File: src/rtl/cpu_ctrl_pkg.sv
// rtl/cpu_ctrl_pkg.sv - shared opcodes, ALU codes and state encodings for the accumulator CPU control unit
package cpu_ctrl_pkg;

   localparam logic [3:0] ALUS_IDLE_DEF = 4'b1111;

   localparam logic [3:0] OP_NOP  = 4'h0;
   localparam logic [3:0] OP_LDAC = 4'h1;
   localparam logic [3:0] OP_STAC = 4'h2;
   localparam logic [3:0] OP_ADD  = 4'h3;
   localparam logic [3:0] OP_SUB  = 4'h4;
   localparam logic [3:0] OP_INAC = 4'h5;
   localparam logic [3:0] OP_AND  = 4'h6;
   localparam logic [3:0] OP_OR   = 4'h7;
   localparam logic [3:0] OP_NOT  = 4'h8;
   localparam logic [3:0] OP_XOR  = 4'h9;
   localparam logic [3:0] OP_CLAC = 4'hA;
   localparam logic [3:0] OP_JUMP = 4'hB;
   localparam logic [3:0] OP_JMPZ = 4'hC;
   localparam logic [3:0] OP_JPNZ = 4'hD;
   localparam logic [3:0] OP_HALT = 4'hF;

   localparam logic [3:0] ALU_CLAC = 4'b0000;
   localparam logic [3:0] ALU_ADD  = 4'b0001;
   localparam logic [3:0] ALU_SUB  = 4'b0010;
   localparam logic [3:0] ALU_INAC = 4'b0011;
   localparam logic [3:0] ALU_AND  = 4'b0100;
   localparam logic [3:0] ALU_OR   = 4'b0101;
   localparam logic [3:0] ALU_NOT  = 4'b0110;
   localparam logic [3:0] ALU_XOR  = 4'b0111;
   localparam logic [3:0] ALU_LDAC = 4'b1000;

   typedef enum logic [2:0] {
      ST_FETCH_A = 3'd0,
      ST_FETCH_M = 3'd1,
      ST_DECODE  = 3'd2,
      ST_OPND_A  = 3'd3,
      ST_OPND_M  = 3'd4,
      ST_EXEC_M  = 3'd5,
      ST_EXEC    = 3'd6,
      ST_HALT    = 3'd7
   } state_t;

   typedef enum logic [1:0] {
      JC_ALWAYS = 2'd0,
      JC_Z      = 2'd1,
      JC_NZ     = 2'd2
   } jump_cond_t;

endpackage

File: src/rtl/cpu_decode.sv
// rtl/cpu_decode.sv - combinational opcode classifier feeding the control FSM
module cpu_decode
   import cpu_ctrl_pkg::*;
(
   input  logic [3:0]  opcode,
   output logic [3:0]  alu_code,
   output logic        has_operand,
   output logic        is_store,
   output logic        is_jump,
   output jump_cond_t  jump_cond,
   output logic        is_halt,
   output logic        ac_write
);

   always_comb begin
      alu_code    = ALU_CLAC;
      has_operand = 1'b0;
      is_store    = 1'b0;
      is_jump     = 1'b0;
      jump_cond   = JC_ALWAYS;
      is_halt     = 1'b0;
      ac_write    = 1'b0;
      case (opcode)
         OP_LDAC: begin alu_code = ALU_LDAC; has_operand = 1'b1; end
         OP_STAC: begin has_operand = 1'b1; is_store = 1'b1; end
         OP_ADD:  begin alu_code = ALU_ADD;  has_operand = 1'b1; end
         OP_SUB:  begin alu_code = ALU_SUB;  has_operand = 1'b1; end
         OP_AND:  begin alu_code = ALU_AND;  has_operand = 1'b1; end
         OP_OR:   begin alu_code = ALU_OR;   has_operand = 1'b1; end
         OP_XOR:  begin alu_code = ALU_XOR;  has_operand = 1'b1; end
         // single-byte ALU ops write AC straight from EXEC
         OP_INAC: begin alu_code = ALU_INAC; ac_write = 1'b1; end
         OP_NOT:  begin alu_code = ALU_NOT;  ac_write = 1'b1; end
         OP_CLAC: begin alu_code = ALU_CLAC; ac_write = 1'b1; end
         OP_JUMP: begin has_operand = 1'b1; is_jump = 1'b1; jump_cond = JC_ALWAYS; end
         OP_JMPZ: begin has_operand = 1'b1; is_jump = 1'b1; jump_cond = JC_Z; end
         OP_JPNZ: begin has_operand = 1'b1; is_jump = 1'b1; jump_cond = JC_NZ; end
         OP_HALT: is_halt = 1'b1;
         default: ;
      endcase
   end

endmodule

File: src/rtl/cpu_ctrl.sv
// rtl/cpu_ctrl.sv - hardwired fetch/decode/execute sequencer for the 8-bit accumulator CPU
module cpu_ctrl
   import cpu_ctrl_pkg::*;
#(
   parameter logic [3:0] ALUS_IDLE = ALUS_IDLE_DEF
)
(
   input  logic       clk,
   input  logic       rst,
   input  logic [7:0] bus_in,
   input  logic       mem_ready,
   input  logic       z_flag,
   output logic [3:0] alus,
   output logic       ac_ld,
   output logic       ac_oe,
   output logic       ar_ld,
   output logic       ar_sel,
   output logic       pc_inc,
   output logic       pc_ld,
   output logic       mem_rd,
   output logic       mem_wr,
   output logic       halted,
   output logic [2:0] state_dbg
);

   state_t      state, state_nx;
   logic [7:0]  ir;
   logic [3:0]  alu_code;
   logic        has_operand, is_store, is_jump, is_halt, ac_write;
   jump_cond_t  jump_cond;
   logic        jump_taken;
   logic        unused_ir;

   assign unused_ir = ^ir[3:0];

   cpu_decode u_decode (
      .opcode      (ir[7:4]),
      .alu_code    (alu_code),
      .has_operand (has_operand),
      .is_store    (is_store),
      .is_jump     (is_jump),
      .jump_cond   (jump_cond),
      .is_halt     (is_halt),
      .ac_write    (ac_write)
   );

   // z_flag only matters in OPND_M on the ready cycle, where this is consumed
   assign jump_taken = is_jump && ((jump_cond == JC_ALWAYS) ||
                                   (jump_cond == JC_Z  &&  z_flag) ||
                                   (jump_cond == JC_NZ && !z_flag));

   always_ff @(posedge clk) begin
      if (rst) begin
         state <= ST_FETCH_A;
         ir    <= 8'h00;
      end else begin
         state <= state_nx;
         if (state == ST_FETCH_M && mem_ready)
            ir <= bus_in;
      end
   end

   always_comb begin
      state_nx = state;
      case (state)
         ST_FETCH_A: state_nx = ST_FETCH_M;
         ST_FETCH_M: if (mem_ready) state_nx = ST_DECODE;
         ST_DECODE:  state_nx = is_halt ? ST_HALT : (has_operand ? ST_OPND_A : ST_EXEC);
         ST_OPND_A:  state_nx = ST_OPND_M;
         ST_OPND_M:  if (mem_ready) state_nx = is_jump ? ST_FETCH_A : ST_EXEC_M;
         ST_EXEC_M:  if (mem_ready) state_nx = ST_FETCH_A;
         ST_EXEC:    state_nx = ST_FETCH_A;
         ST_HALT:    state_nx = ST_HALT;
         default:    state_nx = ST_FETCH_A;
      endcase
   end

   always_comb begin
      alus   = ALUS_IDLE;
      ac_ld  = 1'b0;
      ac_oe  = 1'b0;
      ar_ld  = 1'b0;
      ar_sel = 1'b0;
      pc_inc = 1'b0;
      pc_ld  = 1'b0;
      mem_rd = 1'b0;
      mem_wr = 1'b0;
      halted = 1'b0;
      if (!rst) begin
         case (state)
            ST_FETCH_A: ar_ld = 1'b1;
            ST_FETCH_M: begin
               mem_rd = 1'b1;
               pc_inc = mem_ready;
            end
            ST_OPND_A: ar_ld = 1'b1;
            ST_OPND_M: begin
               mem_rd = 1'b1;
               if (mem_ready) begin
                  if (jump_taken) begin
                     pc_ld = 1'b1;
                  end else begin
                     pc_inc = 1'b1;
                     if (!is_jump) begin
                        ar_ld  = 1'b1;
                        ar_sel = 1'b1;
                     end
                  end
               end
            end
            ST_EXEC_M: begin
               if (is_store) begin
                  mem_wr = 1'b1;
                  ac_oe  = 1'b1;
               end else begin
                  mem_rd = 1'b1;
                  alus   = alu_code;
                  ac_ld  = mem_ready;
               end
            end
            ST_EXEC: begin
               if (ac_write) begin
                  alus  = alu_code;
                  ac_ld = 1'b1;
               end
            end
            ST_HALT: halted = 1'b1;
            default: ;
         endcase
      end
   end

   assign state_dbg = state;

endmodule

File: config.mk
export PLATFORM = sky130hd
export DESIGN_NAME = cpu_ctrl
export DESIGN_NICKNAME = d
export VERILOG_FILES = /design/src/rtl/cpu_ctrl_pkg.sv /design/src/rtl/cpu_decode.sv /design/src/rtl/cpu_ctrl.sv
export SDC_FILE = /design/constraint.sdc
export NUM_CORES = 1
export LEC_CHECK = 0
export CAP_MARGIN = 20
export CORE_MARGIN = 2
export CORE_UTILIZATION = 47
export DETAILED_ROUTE_END_ITERATION = 6
export GPL_TIMING_DRIVEN = 1
export PLACE_DENSITY = 0.86
export RECOVER_POWER = 25
export SLEW_MARGIN = 20
export SYNTH_ARGS = -nofsm -noshare
export SYNTH_HDL_FRONTEND = slang
export SYNTH_SLANG_ARGS = --single-unit
File: constraint.sdc
create_clock -name clk -period 5.5 [get_ports clk]
set_clock_uncertainty 0.1 [all_clocks]
set_input_delay 1.65 -clock clk [delete_from_list [all_inputs] [get_ports clk]]
set_output_delay 1.65 -clock clk [all_outputs]
set_load 0.02 [all_outputs]
==> results of run 1 <==
## flip-flops by register name, indices dropped and copies added, names as in the netlist
signal,count
ir,4
state_dbg,3
## final cells by class
class,instances,area (um^2),share of cell area
Inverter,6,22.52,0.02287
Timing Repair Buffer,26,249.0,0.2529
Sequential cell,7,140.1,0.1423
Multi-Input combinational cell,85,526.8,0.5349
Tap cell,16,20.02,0.02033
Clock buffer,4,26.28,0.02668
## synth_stat cells (2+ instances only)
master    count  area share
a31oi_1       2       0.016
buf_4         4       0.039
nor2b_1       2       0.016
nand2_1       7       0.034
a21o_1        2       0.020
o21ai_1       4       0.026
mux2i_1       4       0.052
o21ai_0       2       0.013
a221oi_1      2       0.023
buf_2         2       0.013
buf_6         2       0.029
inv_1         5       0.024
nand3b_1      2       0.020
nor4_1        2       0.016
xor2_1        2       0.023
nor2_1       15       0.073
xnor2_1       2       0.023
a21oi_1       8       0.052
nand3_1       6       0.039
nand2b_1      5       0.041
dfxtp_1       7        0.18
## worst min-delay path by stage
stage / to / start / slack, ps
CTS: ir[6] / ir[6] / 620
detailed placement: state_dbg[1] / state_dbg[1] / 600
floorplan: ir[4] / ir[4] / 530
finish: state_dbg[1] / state_dbg[1] / 620
global placement: ir[4] / ir[4] / 590
global route: ir[4] / ir[4] / 690
## metal layers
layer,share of wire,up-vias,track usage
met1,0.42,380,0.2825
met3,0.067,2,0.03673
met4,0.0091,0,0.1212
met5,0,-,0
li1,-,426,-
met2,0.50,43,0.3706
## critical path, cell delays in order
cell,delay (ps)
clkdlybuf4s50_1,570
nand4bb_1,210
nor4_1,80
o21bai_1,180
a221oi_1,220
clkdlybuf4s50_1,650
## cells by family after synthesis
logic type | Yosys count
xor+xnor | 4
simple gates | 46
mux | 4
flops | 7
compound gates | 31
buf+inv | 15
## power by group
part / total (uW) / internal (uW) / leakage (uW) / switching [uW]
sequential: 118 / 65.3 / 0.0000574 / 53.2
clock: 46.6 / 27.7 / 0.0000150 / 18.9
combinational: 211 / 105 / 0.000264 / 106
total: 376 / 198 / 0.000337 / 178
## through the flow
step / hold WS (ps) / area (um^2) / total power, uW
3_3_place_gp: 591.1 / 973.4 / 329.2
5_1_grt: 689.8 / 984.7 / 410.3
6_report: 621.8 / 984.7 / 376.3
4_1_cts: 616.4 / 999.7 / 385.1
2_1_floorplan: 528.9 / 767.0 / 276.2
3_5_place_dp: 603.6 / 973.4 / 336.3
==> impl_metrics.ini, run 1 <==
[status]
status = finished, final reports clean

[place]
io_buffers = 23
hpwl_um = 1441
routabilityCongestion = 0.8153
dp.cells = 140
dp_slack_ps = 178.7

[synthesis]
synth_compound_area_frac = 0.2724
ys.warnings.count = 0
postSynth.asyncResetShare = 0
ys_types = 41
synth_top_family_by_area = simple AND/OR/NAND/NOR gates
synthAdderAreaFrac = 0
yosys_most_used_dff = dfxtp_1
synth_fp_nets = 119
synth-xor-area-share = 0.04568
synth_area_um2 = 767.0
syn_inst = 107
avgSynthCellArea_um2 = 7.168
synth_mux_area_frac = 0.05220
synth_edf_count = 0
ys_seq_area_frac = 0.1827
ys_ff_latch = 7
yosys.area_share.simple = 0.3312

[worst_setup_path]
r2r_end = ir[7]
crit_type = in2out
worstPathRequired_ps = 3750
start_kind = input pin
reg2regPathDepth = 5
r2r_start = state_dbg[0]
worst_setup_path_end_kind = primary output
rrSetupSlack_ps = 3600
critPathLaunch = rst
crit_fanout = 6
arrival_ps = 3560
endpoint = alus[3]

[timing]
setup-violations-final = 0
tns_ps = 0
slew_headroom = 0.6716
worst_slack_ps = 186.0
finalHoldViolations = 0
rsz0062_at_grt = no
period_needed_ps = 5314
worstMarginPinSlew_ps = 491.9
slew_violations = 0
max_freq_ghz = 0.1882
fin_crit_sh = 0.9662

[route]
antenna_left = 0
drtPass1Iterations = 4
post-route-drc-count = 0
routedWlPerCell_um = 13.03
routed-via-count = 851
viasPerCell = 5.910
drt-total-wl_um = 1877
drt_iter0_markers = 41

[floorplanning]
num_rows = 14
die_width_um = 44.40
die_h_um = 44.40
core-area_um2 = 1524
die_area_um2 = 1971
floorplan.initialDensity = 0.5033
io_pins = 28

[final_layout]
syn_to_final_growth_pct = 28.38
layout_commonest_cell = clkdlybuf4s50_1
fin_cells = 144
drive_above_1_share = 0.06250
fin_util = 0.6461
final_cell_mix = clkdlybuf4s50_1 (22), nor2_1 (15), a21oi_1 (8)
nets = 141
antenna_cells = 0
fillers = 140

[grt]
grtUsageTotal = 0.2262
grt_pass1_vias = 793
grt_pass1_wl_um = 3332
grt.overflow.total = 0
grt_max_degree = 16
antenna_found_initial = 0

[power_and_ir_drop]
powerDensity_nw_per_um2 = 382.2
vdd_ir_drop_max_mv = 0.3116
p_leak_uw = 0.0003366

[min_path]
whs_path_depth = 2
hold_path_class = reg2reg

[clock_tree]
clk_latency_ps = 250
clock_tree.buffer_depth = 2
clkSinkCount = 7
cts_made_buffers = 3
path_clk_slew_ps = 50
cts-hold-fix-buffers = 0
root_buffer = clkbuf_4
htree_levels = 1
cts_tree = done
post_cts_resized = 0
cts_setup_buffers = 0

[flow_run]
cap_violations = 0
Note: power is estimated with default switching activity, not from simulation.
==> run 2: changes to the inputs <==
--- a/config.mk
+++ b/config.mk
@@ -7,12 +7,15 @@
 export LEC_CHECK = 0
 export CAP_MARGIN = 20
 export CORE_MARGIN = 2
-export CORE_UTILIZATION = 47
+export CORE_UTILIZATION = 49
+export CTS_BUF_LIST = sky130_fd_sc_hd__clkbuf_8
 export DETAILED_ROUTE_END_ITERATION = 6
 export GPL_TIMING_DRIVEN = 1
-export PLACE_DENSITY = 0.86
+export PLACE_DENSITY = 0.89
 export RECOVER_POWER = 25
+export SKIP_CTS_REPAIR_TIMING = 1
 export SLEW_MARGIN = 20
 export SYNTH_ARGS = -nofsm -noshare
 export SYNTH_HDL_FRONTEND = slang
 export SYNTH_SLANG_ARGS = --single-unit
+export TNS_END_PERCENT = 20
==> run 2 against run 1 <==
Worst setup slack improved by 45 ps; critical path depth unchanged; count of clock-buffer cells in the layout is 1 lower; register-to-register slack improved by 20 ps; clock power is 49% higher; total power grew 7.5%; via count rose by 3.8%; sequential cell count did not move; core utilization increased by 2.8 points; sequential power about the same; critical path type unchanged.
==> impl_metrics.ini, run 2 (same netlist as run 1, synthesis figures left out) <==
[final_layout]
largest_reg_flops = 4
antenna_cells = 0
top_register = ir
final_cell_mix = clkdlybuf4s50_1 (22), nor2_1 (15), a21oi_1 (8)
layout_commonest_cell = clkdlybuf4s50_1
fillers = 132
nets = 141
fin_cells = 144
drive_above_1_share = 0.06250
multi_input_area_um2 = 526.8
regArea_um2 = 140.1
syn_to_final_growth_pct = 30.83

[status]
status = finished, final reports clean

[worst_setup_path]
critPathTopFamily = buffers and inverters
cp_common_cell = clkdlybuf4s50_1
r2r_start = state_dbg[0]
start_kind = input pin
crit_fanout = 5
critPathBufInv = 2
critPathMaxStageDelay_ps = 560
worst_setup_path_end_kind = primary output
worstPathRequired_ps = 3750
critPathLaunch = rst
worstPathCellList = clkdlybuf4s50_1 -> nand4bb_1 -> or3_1 -> o21ai_0 -> a21oi_1 -> clkdlybuf4s50_1
arrival_ps = 3520
slowest_stage = clkdlybuf4s50_1
crit_type = in2out

[power_and_ir_drop]
power.total_uw = 404.5
vdd_ir_drop_max_mv = 0.3221
p_leak_uw = 0.0003485
powerDensity_nw_per_um2 = 403.1

[clock_tree]
cts_tree = done
htree_levels = 1
root_buffer = clkbuf_8
clkSinkCount = 7
clk_latency_ps = 220
clock_tree.buffer_depth = 2
path_clk_slew_ps = 40
cts_made_buffers = 3

[grt]
grt.overflow.total = 0
grt_max_degree = 16
grt_pass1_wl_um = 3387
antenna_found_initial = 0
grtUsageTotal = 0.2342
grt_pass1_vias = 786

[timing]
period_needed_ps = 5269
tns_ps = 0
max_freq_ghz = 0.1898
finalHoldViolations = 0
worstMarginPinSlew_ps = 523.6
fin_crit_sh = 0.9581
setup-violations-final = 0
hold_ws_ps = 613.6
slew_headroom = 0.6504
slew_violations = 0
rsz0062_at_grt = no

[route]
antenna_left = 0
post-route-drc-count = 0
drtPass1Iterations = 4
routedWlPerCell_um = 14.35
drt_iter0_markers = 38
routed-via-count = 883
viasPerCell = 6.132
drt-total-wl_um = 2066

[place]
io_buffers = 23
dp.cells = 140
hpwl_um = 1531
routabilityCongestion = 0.8101

[flow_run]
cap_violations = 0

[min_path]
worst_hold_startpoint = ir[4]
hold_path_class = reg2reg

[floorplanning]
die_area_um2 = 1898
floorplan.initialDensity = 0.5151
die_h_um = 43.57
num_rows = 14
io_pins = 28
die_width_um = 43.57
core-area_um2 = 1489
==> run 2: path summary, 6_finish.rpt <==
kind	slack, ps	end	depth (start not counted)
worst min-delay path	610	ir[4]	2
worst min register to register	610	ir[4]	2
worst max register to register	3620	ir[5]	5
worst max-delay path	230	alus[2]	6
==> run 2: final cells by class <==
| type | instances | share of cell area |
|---|---|---|
| Multi-Input combinational cell | 85 | 0.5249 |
| Timing Repair Buffer | 26 | 0.2481 |
| Sequential cell | 7 | 0.1397 |
| Clock buffer | 3 | 0.04115 |
| Inverter | 6 | 0.02244 |
| Tap cell | 16 | 0.01995 |
| Clock inverter | 1 | 0.003741 |
==> run 2: routing by layer <==
layer  wire length, um  track usage
met5                 0            0
met4                42       0.1515
met1               890       0.2795
met3                86      0.01667
met2              1047       0.4000
==> run 2: tightest hold or removal path, delay by kind of cell, from the launching register on <==
kind	cells	cell delay [ps]
flip-flops	1	430
AND/OR/NAND/NOR	1	50
multiplexers	1	190
==> run 2: metrics by stage <==
step / setup slack, ps / util / cell area, um^2
floorplan: 1193 / - / 767.0
global placement: 279.5 / 0.6538 / 973.4
detailed placement: 240.5 / 0.6538 / 973.4
CTS: 237.2 / 0.6840 / 1018
global route: 119.3 / 0.6740 / 1003
finish: 230.7 / 0.6740 / 1003
==> run 2: report_power, final <==
group          total, uW  switching (uW)  leakage [uW]  internal (uW)
registers            120            54.7     0.0000574           65.5
logic                215             110      0.000264            105
clock network       69.3            21.1     0.0000269           48.1
total                405             186      0.000349            219
==> run 3: changes to the inputs <==
--- a/config.mk
+++ b/config.mk
@@ -7,11 +7,11 @@
 export LEC_CHECK = 0
 export CAP_MARGIN = 20
 export CORE_MARGIN = 2
-export CORE_UTILIZATION = 49
+export CORE_UTILIZATION = 45
 export CTS_BUF_LIST = sky130_fd_sc_hd__clkbuf_8
 export DETAILED_ROUTE_END_ITERATION = 6
 export GPL_TIMING_DRIVEN = 1
-export PLACE_DENSITY = 0.89
+export PLACE_DENSITY = 0.83
 export RECOVER_POWER = 25
 export SKIP_CTS_REPAIR_TIMING = 1
 export SLEW_MARGIN = 20
==> constraint.sdc (replaced) <==
create_clock -name clk -period 5.2 [get_ports clk]
set_clock_uncertainty 0.1 [all_clocks]
set_input_delay 1.56 -clock clk [delete_from_list [all_inputs] [get_ports clk]]
set_output_delay 1.56 -clock clk [all_outputs]
set_load 0.01 [all_outputs]
==> run 3 against run 2 <==
Die area is 8.1% higher; non-clock buffer count did not move; largest cell class unchanged; register-to-register slack got worse by 320 ps; largest power group unchanged; cell count stayed put; combinational power shrank 5%; via count down 3.7%; routed wire length is 5.3% lower.
==> impl_metrics.ini, run 3 (same netlist as run 1, synthesis figures left out) <==
[floorplanning]
num_rows = 14
floorplan.initialDensity = 0.4920
die_h_um = 45.29
core-area_um2 = 1559
io_pins = 28
die_area_um2 = 2051
die_width_um = 45.29

[final_layout]
drive_above_1_share = 0.06250
nets = 141
antenna_cells = 0
final_cell_mix = clkdlybuf4s50_1 (22), nor2_1 (15), a21oi_1 (8)
fillers = 145
multi_input_area_um2 = 526.8
layout_commonest_cell = clkdlybuf4s50_1
regArea_um2 = 140.1
syn_to_final_growth_pct = 30.83
top_register = ir
largest_reg_flops = 4
fin_cells = 144

[route]
drt_iter0_markers = 16
antenna_left = 0
routedWlPerCell_um = 13.58
drtPass1Iterations = 4
drt-total-wl_um = 1956
viasPerCell = 5.903
post-route-drc-count = 0
routed-via-count = 850

[clock_tree]
cts_tree = done
clkSinkCount = 7
cts_made_buffers = 3
htree_levels = 1
root_buffer = clkbuf_8
path_clk_slew_ps = 40
clk_latency_ps = 230
clock_tree.buffer_depth = 2

[power_and_ir_drop]
p_int_uw = 231.0
power.total_uw = 404.4
vdd_ir_drop_max_mv = 0.4198
p_sw_uw = 173.4
clkPwrFrac = 0.179
powerDensity_nw_per_um2 = 403.0
seq_power_share = 0.316
p_leak_uw = 0.0003485
switching_share = 0.4288
p_comb_frac = 0.505

[place]
dp.cells = 140
io_buffers = 23
routabilityCongestion = 0.8139
hpwl_um = 1400
dp_slack_ps = 186.3

[grt]
grt.overflow.total = 0
grt_pass1_vias = 766
antenna_found_initial = 0
grt_max_degree = 16
grt_pass1_wl_um = 3415
grtUsageTotal = 0.2245

[timing]
setup-violations-final = 0
worstMarginPinSlew_ps = 509.0
period_needed_ps = 5032
slew_headroom = 0.6602
hold_ws_ps = 614.9
worst_slack_ps = 168.3
tns_ps = 0
finalHoldViolations = 0
fin_crit_sh = 0.9676
rsz0062_at_grt = no
slew_violations = 0
max_freq_ghz = 0.1987

[status]
status = finished, final reports clean

[worst_setup_path]
critPathBufInv = 2
critPathTopFamily = buffers and inverters
cp_common_cell = clkdlybuf4s50_1
worstPathCellList = clkdlybuf4s50_1 -> nand4bb_1 -> or3_1 -> o21ai_0 -> a21oi_1 -> clkdlybuf4s50_1
arrival_ps = 3370
slowest_stage = clkdlybuf4s50_1
worstPathRequired_ps = 3540
start_kind = input pin
crit_type = in2out
worst_setup_path_end_kind = primary output
crit_fanout = 5
critPathMaxStageDelay_ps = 500

[flow_run]
cap_violations = 0

[min_path]
hold_path_class = reg2reg
-- run 3: cell counts in the layout (fill, tap and decap cells not counted) --
Identical to the previous run, type by type.
-- run 3: layer usage --
layer | GRT usage | vias up | wire length, um
li1 | - | 426 | -
met1 | 0.3041 | 382 | 893
met2 | 0.3457 | 37 | 899
met3 | 0.02800 | 5 | 123
met4 | 0.1176 | 0 | 40
met5 | 0 | - | 0
-- run 3: worst paths after layout --
| path | start | end | slack [ps] | depth (start not counted) |
|---|---|---|---|---|
| worst min-delay path | ir[4] | ir[4] | 610 | 2 |
| worst max-delay path | rst | alus[2] | 170 | 6 |
| worst min register to register | ir[4] | ir[4] | 610 | 2 |
| worst max register to register | state_dbg[0] | ir[7] | 3300 | 5 |
-- run 3: per-stage QoR --
step                      cell area [um^2]  utilization
after floorplan                      767.0            -
after global placement               973.4       0.6244
after detailed placement             973.4       0.6244
after CTS                             1018       0.6533
after global routing                  1003       0.6437
final                                 1003       0.6437
-- run 3: worst register-to-register path, stage by stage, from the launching register on --
cell	delay, ps
dfxtp_1	610
nand2b_1	200
nor3_1	260
clkbuf_1	330
mux2i_1	240
nor2_1	50
-- run 3: final cells by class --
type                    instances  share of cell area
well taps                      16             0.01995
clock inverters                 1            0.003741
multi-input cells              85              0.5249
flip-flops and latches          7              0.1397
inverters                       6             0.02244
repair buffers                 26              0.2481
clock buffers                   3             0.04115
-- run 3: power by group through the flow --
stage	clock network [uW]	registers, uW	logic [uW]
floorplan	0	90.4	184
global placement	0	126	206
detailed placement	0	128	211
CTS	74.1	128	212
global route	77.5	134	225
finish	72.4	128	204
